===== src/rtl/btb_predictor.sv =====
// Direct-mapped branch target buffer with 2-bit saturating counters.
// A clear sequencer walks every entry after reset or flush before lookups may hit.
module btb_predictor #(
  parameter int INDEX_BITS = 4
) (
  input  logic        clk,
  input  logic        reset,
  input  logic        flush,
  input  logic [31:0] pc,
  output logic        pred_taken,
  output logic [31:0] pred_target,
  output logic        ready,
  input  logic        upd_valid,
  input  logic [31:0] upd_pc,
  input  logic        upd_taken,
  input  logic [31:0] upd_target,
  output logic        dbg_state
);

  localparam int TAG_BITS = 30 - INDEX_BITS;
  localparam int ENTRIES  = 1 << INDEX_BITS;
  localparam logic [INDEX_BITS-1:0] CLR_LAST = '1;

  typedef enum logic {
    ST_CLEAR = 1'b0,
    ST_RUN   = 1'b1
  } state_e;

  state_e                state_q, state_d;
  logic [INDEX_BITS-1:0] clr_idx_q, clr_idx_d;

  logic                  valid_q  [ENTRIES];
  logic [TAG_BITS-1:0]   tag_q    [ENTRIES];
  logic [31:0]           target_q [ENTRIES];
  logic [1:0]            ctr_q    [ENTRIES];

  logic [INDEX_BITS-1:0] lk_idx, up_idx, wr_idx;
  logic [TAG_BITS-1:0]   lk_tag, up_tag;
  logic                  lk_hit, up_hit;
  logic [1:0]            up_ctr;
  logic                  wr_en, wr_full, wr_valid;
  logic [1:0]            wr_ctr;

  // Instruction-alignment bits play no part in indexing or tagging.
  logic unused_align;
  assign unused_align = ^{pc[1:0], upd_pc[1:0]};

  assign lk_idx = pc[INDEX_BITS+1:2];
  assign lk_tag = pc[31:INDEX_BITS+2];
  assign up_idx = upd_pc[INDEX_BITS+1:2];
  assign up_tag = upd_pc[31:INDEX_BITS+2];
  assign up_ctr = ctr_q[up_idx];

  assign lk_hit      = (state_q == ST_RUN) && valid_q[lk_idx] && (tag_q[lk_idx] == lk_tag);
  assign up_hit      = valid_q[up_idx] && (tag_q[up_idx] == up_tag);
  assign pred_taken  = lk_hit && ctr_q[lk_idx][1];
  assign pred_target = pred_taken ? target_q[lk_idx] : (pc + 32'd4);
  assign ready       = (state_q == ST_RUN);
  assign dbg_state   = state_q;

  always_comb begin
    state_d   = state_q;
    clr_idx_d = clr_idx_q;
    wr_en     = 1'b0;
    wr_full   = 1'b0;
    wr_valid  = 1'b0;
    wr_idx    = clr_idx_q;
    wr_ctr    = 2'b01;
    case (state_q)
      ST_CLEAR: begin
        wr_en = 1'b1;
        if (flush) begin
          clr_idx_d = '0;
        end else if (clr_idx_q == CLR_LAST) begin
          state_d   = ST_RUN;
          clr_idx_d = '0;
        end else begin
          clr_idx_d = clr_idx_q + 1'b1;
        end
      end
      ST_RUN: begin
        // flush takes priority; a same-cycle update is discarded.
        if (flush) begin
          state_d   = ST_CLEAR;
          clr_idx_d = '0;
        end else if (upd_valid) begin
          wr_idx = up_idx;
          if (up_hit) begin
            wr_en    = 1'b1;
            wr_valid = 1'b1;
            wr_full  = upd_taken;
            if (upd_taken) wr_ctr = (up_ctr == 2'b11) ? 2'b11 : up_ctr + 2'd1;
            else           wr_ctr = (up_ctr == 2'b00) ? 2'b00 : up_ctr - 2'd1;
          end else if (upd_taken) begin
            wr_en    = 1'b1;
            wr_valid = 1'b1;
            wr_full  = 1'b1;
            wr_ctr   = 2'b10;
          end
        end
      end
      default: ;
    endcase
  end

  always_ff @(posedge clk or posedge reset) begin
    if (reset) begin
      state_q   <= ST_CLEAR;
      clr_idx_q <= '0;
    end else begin
      state_q   <= state_d;
      clr_idx_q <= clr_idx_d;
    end
  end

  // Table storage has no reset; the clear walk invalidates it.
  always_ff @(posedge clk) begin
    if (wr_en) begin
      valid_q[wr_idx] <= wr_valid;
      ctr_q[wr_idx]   <= wr_ctr;
      if (wr_full) begin
        tag_q[wr_idx]    <= up_tag;
        target_q[wr_idx] <= upd_target;
      end
    end
  end

endmodule


===== config.mk =====
export PLATFORM = sky130hd
export DESIGN_NAME = btb_predictor
export DESIGN_NICKNAME = d
export VERILOG_FILES = /design/src/rtl/btb_predictor.sv
export SDC_FILE = /design/constraint.sdc
export NUM_CORES = 1
export LEC_CHECK = 0
export CORE_UTILIZATION = 56
export CTS_CLUSTER_SIZE = 40
export DETAILED_ROUTE_END_ITERATION = 10
export GPL_ROUTABILITY_DRIVEN = 0
export PLACE_DENSITY_LB_ADDON = 0.25
export SKIP_CTS_REPAIR_TIMING = 1
export SYNTH_ARGS = -nofsm -noshare
export SYNTH_HDL_FRONTEND = slang
export SYNTH_SLANG_ARGS = --single-unit

===== constraint.sdc =====
create_clock -name clk -period 4.6 [get_ports clk]
set_clock_uncertainty 0.05 [all_clocks]
set_input_delay 0.46 -clock clk [delete_from_list [all_inputs] [get_ports clk]]
set_output_delay 0.46 -clock clk [all_outputs]
set_load 0.03 [all_outputs]

==> results.md <==
* Die height at 278.1 um
* CP startpoint kind: flip-flop
* CORE AREA at 0.07495 mm2
* Synth top area share at 68.63%
* Synthesized cell area at 0.04270 mm2
* DRT antenna net count at 0
* 1st-iter DRT viols at 3021
* FF/Latch Area at 0.02943 mm2
* DRC viols at 0
* CTS tree: built
* TritonCTS buffer count at 98
* Fill cells at 4772
* Adder-Cell Fraction of Synth Area at 0.05860%
* WS Path Type: reg2out
* Simple-Gate Fraction of Synth Area at 2.168%
* Final wirelength at 109.7 mm
* Overall Global Routing Usage at 28.86%
* Grt ovf at 0
* EDFF count, synth at 976
* Area of the die at 0.07736 mm2
* RSZ-0062 raised after global routing: no
* I/O Pins at 136
* Nets at 2359
* Clock Tree Root: clkbuf_16
* Worst path required time at 4.09 ns
* Initial antenna violation count at 10
* Largest cells by area after synthesis: edfxtp_1, mux4_2, mux2i_1, xnor2_1, mux2_4
* Port Buffers at 133
* Pre-Repair DR Iteration Count at 5
* Avg Synthesized Cell Area at 21.11 um2
* Crit-path max FO at 33
* Sum of negative setup slack at 0 ns
* Vias in the first global route at 23210
* Clk Latency, worst-skew pair at 0.67 ns
* Tmin final at 4.441 ns
* Cell variety after synth at 60
* Main combinational cell family by area after synthesis: multiplexers
* Post-synth ARST share at 0.5097%
* Area taken by multi-input logic gates at 0.01272 mm2
* Total number of vias at 22820
* Starting Density at 56.98%
* Mux contribution to synthesized area at 23.59%
* Peak supply drop at 0.0003502 V
* Worst slew margin at 17.24%
* Compound-cell area share of the yosys netlist at 2.072%
* WL/cell at 33.05 um
* Power density over the cells at 389.0 mW/mm2
* Post-synthesis register bit count at 981
* Leading area contributor after synthesis: edfxtp_1
* Max Slew Vio Count at 0
* CP Capture Type: output port
* Synth warn at 0
* Post-synthesis xor/xnor area fraction at 1.600%
* Sequential-to-total area share from yosys stat at 68.93%
* Most used DFF post-synth: edfxtp_1
* Leak Pwr at 15.85 nW
* Max Fclk at 225.2 MHz
* Clk sink count at 981
* HPWL Detailed at 63.40 mm
* Dpl cells at 3124
* Global-route wire length before repair at 158.9 mm
* Slew @ Worst Pin at 1.241 ns
* Maximum clock insertion buffer count at 3
* Net Count, Synth at 2126
* Final hold violations at 0
* Status: finished, final reports clean
* Mapped Cells at 2023
* Layout cell share with drive strength beyond 1 at 32.25%
* Area Overhead vs Synth at 15.43%
* Finished Layout Cells at 3319
* Rows at 100
* Clock transition at the registers of the reported paths at 0.06 ns
* Die Wd at 278.1 um
* Final Cycle Share at 96.55%
* Largest net degree at the start of global routing at 65
* Drt via density at 6.876
* MaxCap Viol Count at 0
* Hold Crit Class: in2reg
* Setup Viol. Count Final at 0
* Crit path DAT at 3.93 ns
* H-Tree Depth at 3
-- metrics by stage --
stage	util [%]	instance area, um2	setup slack [ns]	hold slack [ns]	power, mW
6_report	65.77	49290	0.1587	0.4655	19.17
5_1_grt	65.74	49270	0.03947	0.4862	19.64
4_1_cts	65.72	49260	0.1276	-0.05449	19.25
3_5_place_dp	61.38	46010	0.2651	0.5625	11.35
3_3_place_gp	61.38	46010	0.2997	0.5453	11.33
2_1_floorplan	-	42700	-0.2756	0.1885	10.82
-- power breakdown --
part           leakage, nW  switching (mW)  internal [mW]  total, mW
Clock                 1.57            3.43           4.57       8.00
Sequential            8.89         0.00688           9.83       9.84
Combinational         5.39           0.728          0.607       1.33
Total                 15.8            4.17           15.0       19.2
-- cell type report --
type / count / area share [%]
Timing Repair Buffer: 254 / 5.232
Clock buffer: 113 / 5.090
Antenna cell: 9 / 0.04569
Multi-Input combinational cell: 903 / 25.81
Sequential cell: 981 / 59.71
Inverter: 18 / 0.1371
Tap cell: 969 / 2.460
Clock inverter: 72 / 1.508
-- kinds of logic after synthesis --
kind of cell               Yosys count
muxes                              512
AOI/OAI and AO/OA                  128
and+or+nand+nor                    183
xor gates and xnor gates            78
DFF                                981
adders and majority gates            2
buffers and inverters              139
-- cell usage after synthesis (3+ instances only) --
cell type  number
and2_1          3
xor2_1         15
mux2_2         13
a221oi_1        9
a21oi_1        29
nand3_1        38
a31o_2          3
a22oi_1        14
o21a_1          3
xnor2_1        63
buf_1          13
nor4_1          5
dfrtp_1         5
a41oi_1         4
mux2_4         28
mux2i_1        88
nand4_1         8
nor4_2          3
a221o_1         3
clkbuf_1       47
nand2_1        34
and3_1         14
edfxtp_1      976
nor2_1         39
nand2b_1        5
o211ai_1        4
nor3_1         17
o22ai_1         5
o21ai_0        23
nor2b_1         9
buf_2          43
inv_1          15
buf_4           9
a21o_1          5
a31oi_1         5
a211oi_1        4
buf_6           9
mux4_2        383
-- layer usage --
metal | up-vias | part of all wire, % | global-route usage (%)
li1 | 9158 | - | -
met1 | 12100 | 39 | 41.19
met2 | 1333 | 48 | 44.77
met3 | 218 | 10 | 7.018
met4 | 14 | 2.9 | 8.585
met5 | - | 0.075 | 0
-- critical path: stages (launching register included) --
cell and delay, ns:
edfxtp_1 0.43, mux4_2 0.50, mux4_2 0.56, xnor2_1 0.17, nand4_1 0.15, nor4_2 0.32, buf_4 0.19, o2111ai_4 0.14
buf_12 0.25, mux2_4 0.34, buf_4 0.18
-- path summary, 6_finish.rpt --
path / startpoint / to / slack (ns) / cells after the start
max: tag_q[11][5]$_DFFE_PP_ / pred_target[21] / 0.16 / 10
min: flush / clr_idx_q[0]$_DFFE_PP0P_ / 0.47 / 2
max reg2reg: dbg_state$_DFF_PP0_ / tag_q[10][1]$_DFFE_PP_ / 1.07 / 7
min reg2reg: clr_idx_q[1]$_DFFE_PP0P_ / clr_idx_q[3]$_DFFE_PP0P_ / 0.56 / 2
max in group asynchronous: reset / dbg_state$_DFF_PP0_ / 3.80 / 3
min in group asynchronous: reset / clr_idx_q[1]$_DFFE_PP0P_ / 0.52 / 3
-- cells in the final DEF (no fill, tap or decap), types with 8 or more instances in the layout --
cell type and count:
and3_1 14, xnor2_1 63, nor2_4 16, a221oi_1 9, diode_2 9, bufinv_16 11
nand3_1 38, inv_1 15, clkinv_2 20, clkbuf_16 98, edfxtp_1 976, mux2_4 28
mux2i_1 88, nor2b_1 9, mux4_2 383, clkbuf_1 15, nor2_1 23, buf_12 34
nor3_1 17, nand4_1 8, mux2_2 13, buf_4 122, a21oi_1 29, clkinv_1 29
o21ai_0 23, xor2_1 15, clkdlybuf4s50_1 92, a22oi_1 14, nand2_1 34
-- sequential cells by signal, summed over array words and instances, names as in the netlist --
register / cells
ctr_q: 32
valid_q: 16
clr_idx_q: 4
target_q: 512
dbg_state: 1
tag_q: 416
(Power assumes the default switching activity.)
==> RTL edit, RTL diff (same settings) <==
The parameter `INDEX_BITS` goes from 4 to 3.
--- a/src/rtl/btb_predictor.sv
+++ b/src/rtl/btb_predictor.sv
@@ -1,7 +1,7 @@
 // Direct-mapped branch target buffer with 2-bit saturating counters.
 // A clear sequencer walks every entry after reset or flush before lookups may hit.
 module btb_predictor #(
-  parameter int INDEX_BITS = 4
+  parameter int INDEX_BITS = 3
 ) (
   input  logic        clk,
   input  logic        reset,
Check against the original RTL: same outputs for any inputs over 4 cycles, from zero or initial values and one cycle with reset high; that may be too few to reach the edited logic, so the function may still have changed.
==> RTL edit against the original RTL <==
  * Sequential cell count decreased by 481
  * Via count is 47% lower
  * Final cell count decreased by 42%
  * Combinational power is 41% lower
  * Die area decreased by 47%
  * Global-route usage decreased by 2.5 points
  * Area after synthesis is 48% lower
  * Total power shrank 48%
  * Setup slack improved by 86 ps
  * Critical path depth unchanged
  * Wire length fell by 52%
  * Design area down 46%
  * Largest power group unchanged
==> RTL edit: results (changes against the original RTL) <==
register area share after synthesis=67.1% (was 68.9%); Largest regs=target_q (256), tag_q (216), ctr_q (16) (was target_q (512), tag_q (416), ctr_q (32)); layout net count=1459 (was 2359); async set or reset register ratio after synthesis=0.800% (was 0.510%); initial antenna violation count=4 (was 10); Most used DFF post-synth=edfxtp_1 (unchanged); Hold/Removal Path Class=in -> async (was in -> reg); mean number of vias per cell=6.33 (was 6.88); HPWL after detailed placement=31.7 mm (was 63.4 mm); peak supply drop=491 uV (was 350 uV); Hold Slack=22.5 ps (was 466 ps); first-pass GRT wire length=78.5 mm (was 159 mm); Sw Ratio=21.3% (was 21.7%); Critical R2R Capture=ctr_q[2][0] (was tag_q[10][1]); vias in the first global route=12800 (was 23200); Synth cell types=44 (was 60); Worst Path Arrival=3850 ps (was 3930 ps); H-tree levels=2 (was 3); global-route usage over all layers=26.4% (was 28.9%); DRT Pass-1 Iters=5 (unchanged); CP Max Fanout=3 (was 33); synth top area cells=edfxtp_1 67%, mux4_2 17%, mux2i_1 3.1% (was edfxtp_1 69%, mux4_2 20%, mux2i_1 2.1%); Post-synth EDFFs=496 (was 976); Slew Limit Headroom=45.2% (was 17.2%); IO buf count=133 (unchanged); mean routed wirelength per cell=27.3 um (was 33.0 um); most frequent cells after synthesis=496 x edfxtp_1, 173 x mux4_2, 70 x mux2i_1, 61 x xor2_1, 36 x nor2_1 (was 976 x edfxtp_1, 383 x mux4_2, 88 x mux2i_1, 63 x xnor2_1, 47 x clkbuf_1); share of cells above drive strength 1=28.1% (was 32.3%); CTS Buf Count=52 (was 98); largest net degree at the start of global routing=60 (was 65); leakage power=8.67 nW (was 15.8 nW); FF-to-FF setup slack=1250 ps (was 1070 ps); clk_lat worst skew=580 ps (was 670 ps); reg2reg path depth=8 (was 7); reg2reg start=tag_q[3][5] (was dbg_state); clk buf depth=3 (unchanged); outcome=completed (unchanged); drt initial violations=1113 (was 3021); Syn Nets=1271 (was 2126)
RTL edit: cell count changes after synthesis, sizes merged, moves of 23 or more:
cell / change
edfxtp: -480
mux4: -210
a211oi: +23
xor2: +46
buf: -31
and2: +28
mux2: -37
xnor2: -44
RTL edit: through the flow:
step | TNS, ps | power, mW | instance area, um^2 | worst slack, ps | cells
final | 0 | 9.88 | 26400 | 245 | 1916
after global routing | 0 | 10.2 | 26400 | 106 | 1915
after CTS | -140 | 9.94 | 26300 | -55.0 | 1914
after detailed placement | 0 | 5.90 | 24700 | 45.9 | 1818
after global placement | 0 | 5.88 | 24700 | 30.1 | 1818
after floorplan | -122360 | 5.55 | 22400 | -396 | 1167
RTL edit: metal layers:
metal | part of all wire [%] | up-vias | GRT usage (%) | routed length [um]
li1 | - | 5218 | - | -
met1 | 40 | 6359 | 35.7 | 20900
met2 | 50 | 463 | 43.9 | 26300
met3 | 7.1 | 84 | 4.80 | 3700
met4 | 2.5 | 6 | 8.41 | 1290
met5 | 0.069 | - | 0 | 36
RTL edit: critical path, cell delays in order, from the launching register on:
cell and delay, ps:
edfxtp_1 410, mux4_2 520, mux2i_4 210, xor2_1 180, buf_4 160, o2111ai_1 90
or3_1 360, or4_4 600, mux2i_1 140, a221oi_1 350, buf_4 250
RTL edit: kinds of logic (layout without fill, tap and decap cells):
logic type	Yosys count	in the layout	synth area share, %
other	0	1	0
buffers and inverters	79	309	1.81
AOI/OAI and AO/OA	85	85	2.98
xor gates and xnor gates	80	80	3.13
and+or+nand+nor	173	173	4.07
adders and majority gates	3	3	0.168
DFF	500	500	67.1
muxes	247	247	20.8
RTL edit: final cells by class:
class,count,area (um^2)
clock buffer,68,1380
clock inverter,28,272
inverter,11,41.3
fill,2497,12600
multi-input combinational,588,7050
tap,518,648
antenna,1,2.50
sequential,500,15000
timing repair buffer,202,1980
RTL edit: worst max path at each step:
| stage | start | endpoint | slack [ps] | depth (start not counted) |
|---|---|---|---|---|
| 4_1_cts | tag_q[2][5] | pred_target[4] | -50 | 11 |
| 3_3_place_gp | pc[3] | pred_target[4] | 30 | 12 |
| 5_1_grt | pc[3] | pred_taken | 110 | 13 |
| 6_report | tag_q[2][5] | pred_target[5] | 240 | 10 |
| 2_1_floorplan | upd_pc[3] | tag_q[7][0] | -400 | 6 |
| 3_5_place_dp | pc[3] | pred_target[4] | 50 | 12 |
RTL edit: power groups by stage:
stage | sequential (mW) | clock (mW) | combinational [mW]
6_report | 5.02 | 4.07 | 0.783
3_5_place_dp | 5.12 | 0 | 0.779
2_1_floorplan | 5.12 | 0 | 0.435
5_1_grt | 5.02 | 4.31 | 0.831
3_3_place_gp | 5.12 | 0 | 0.765
4_1_cts | 5.02 | 4.13 | 0.783
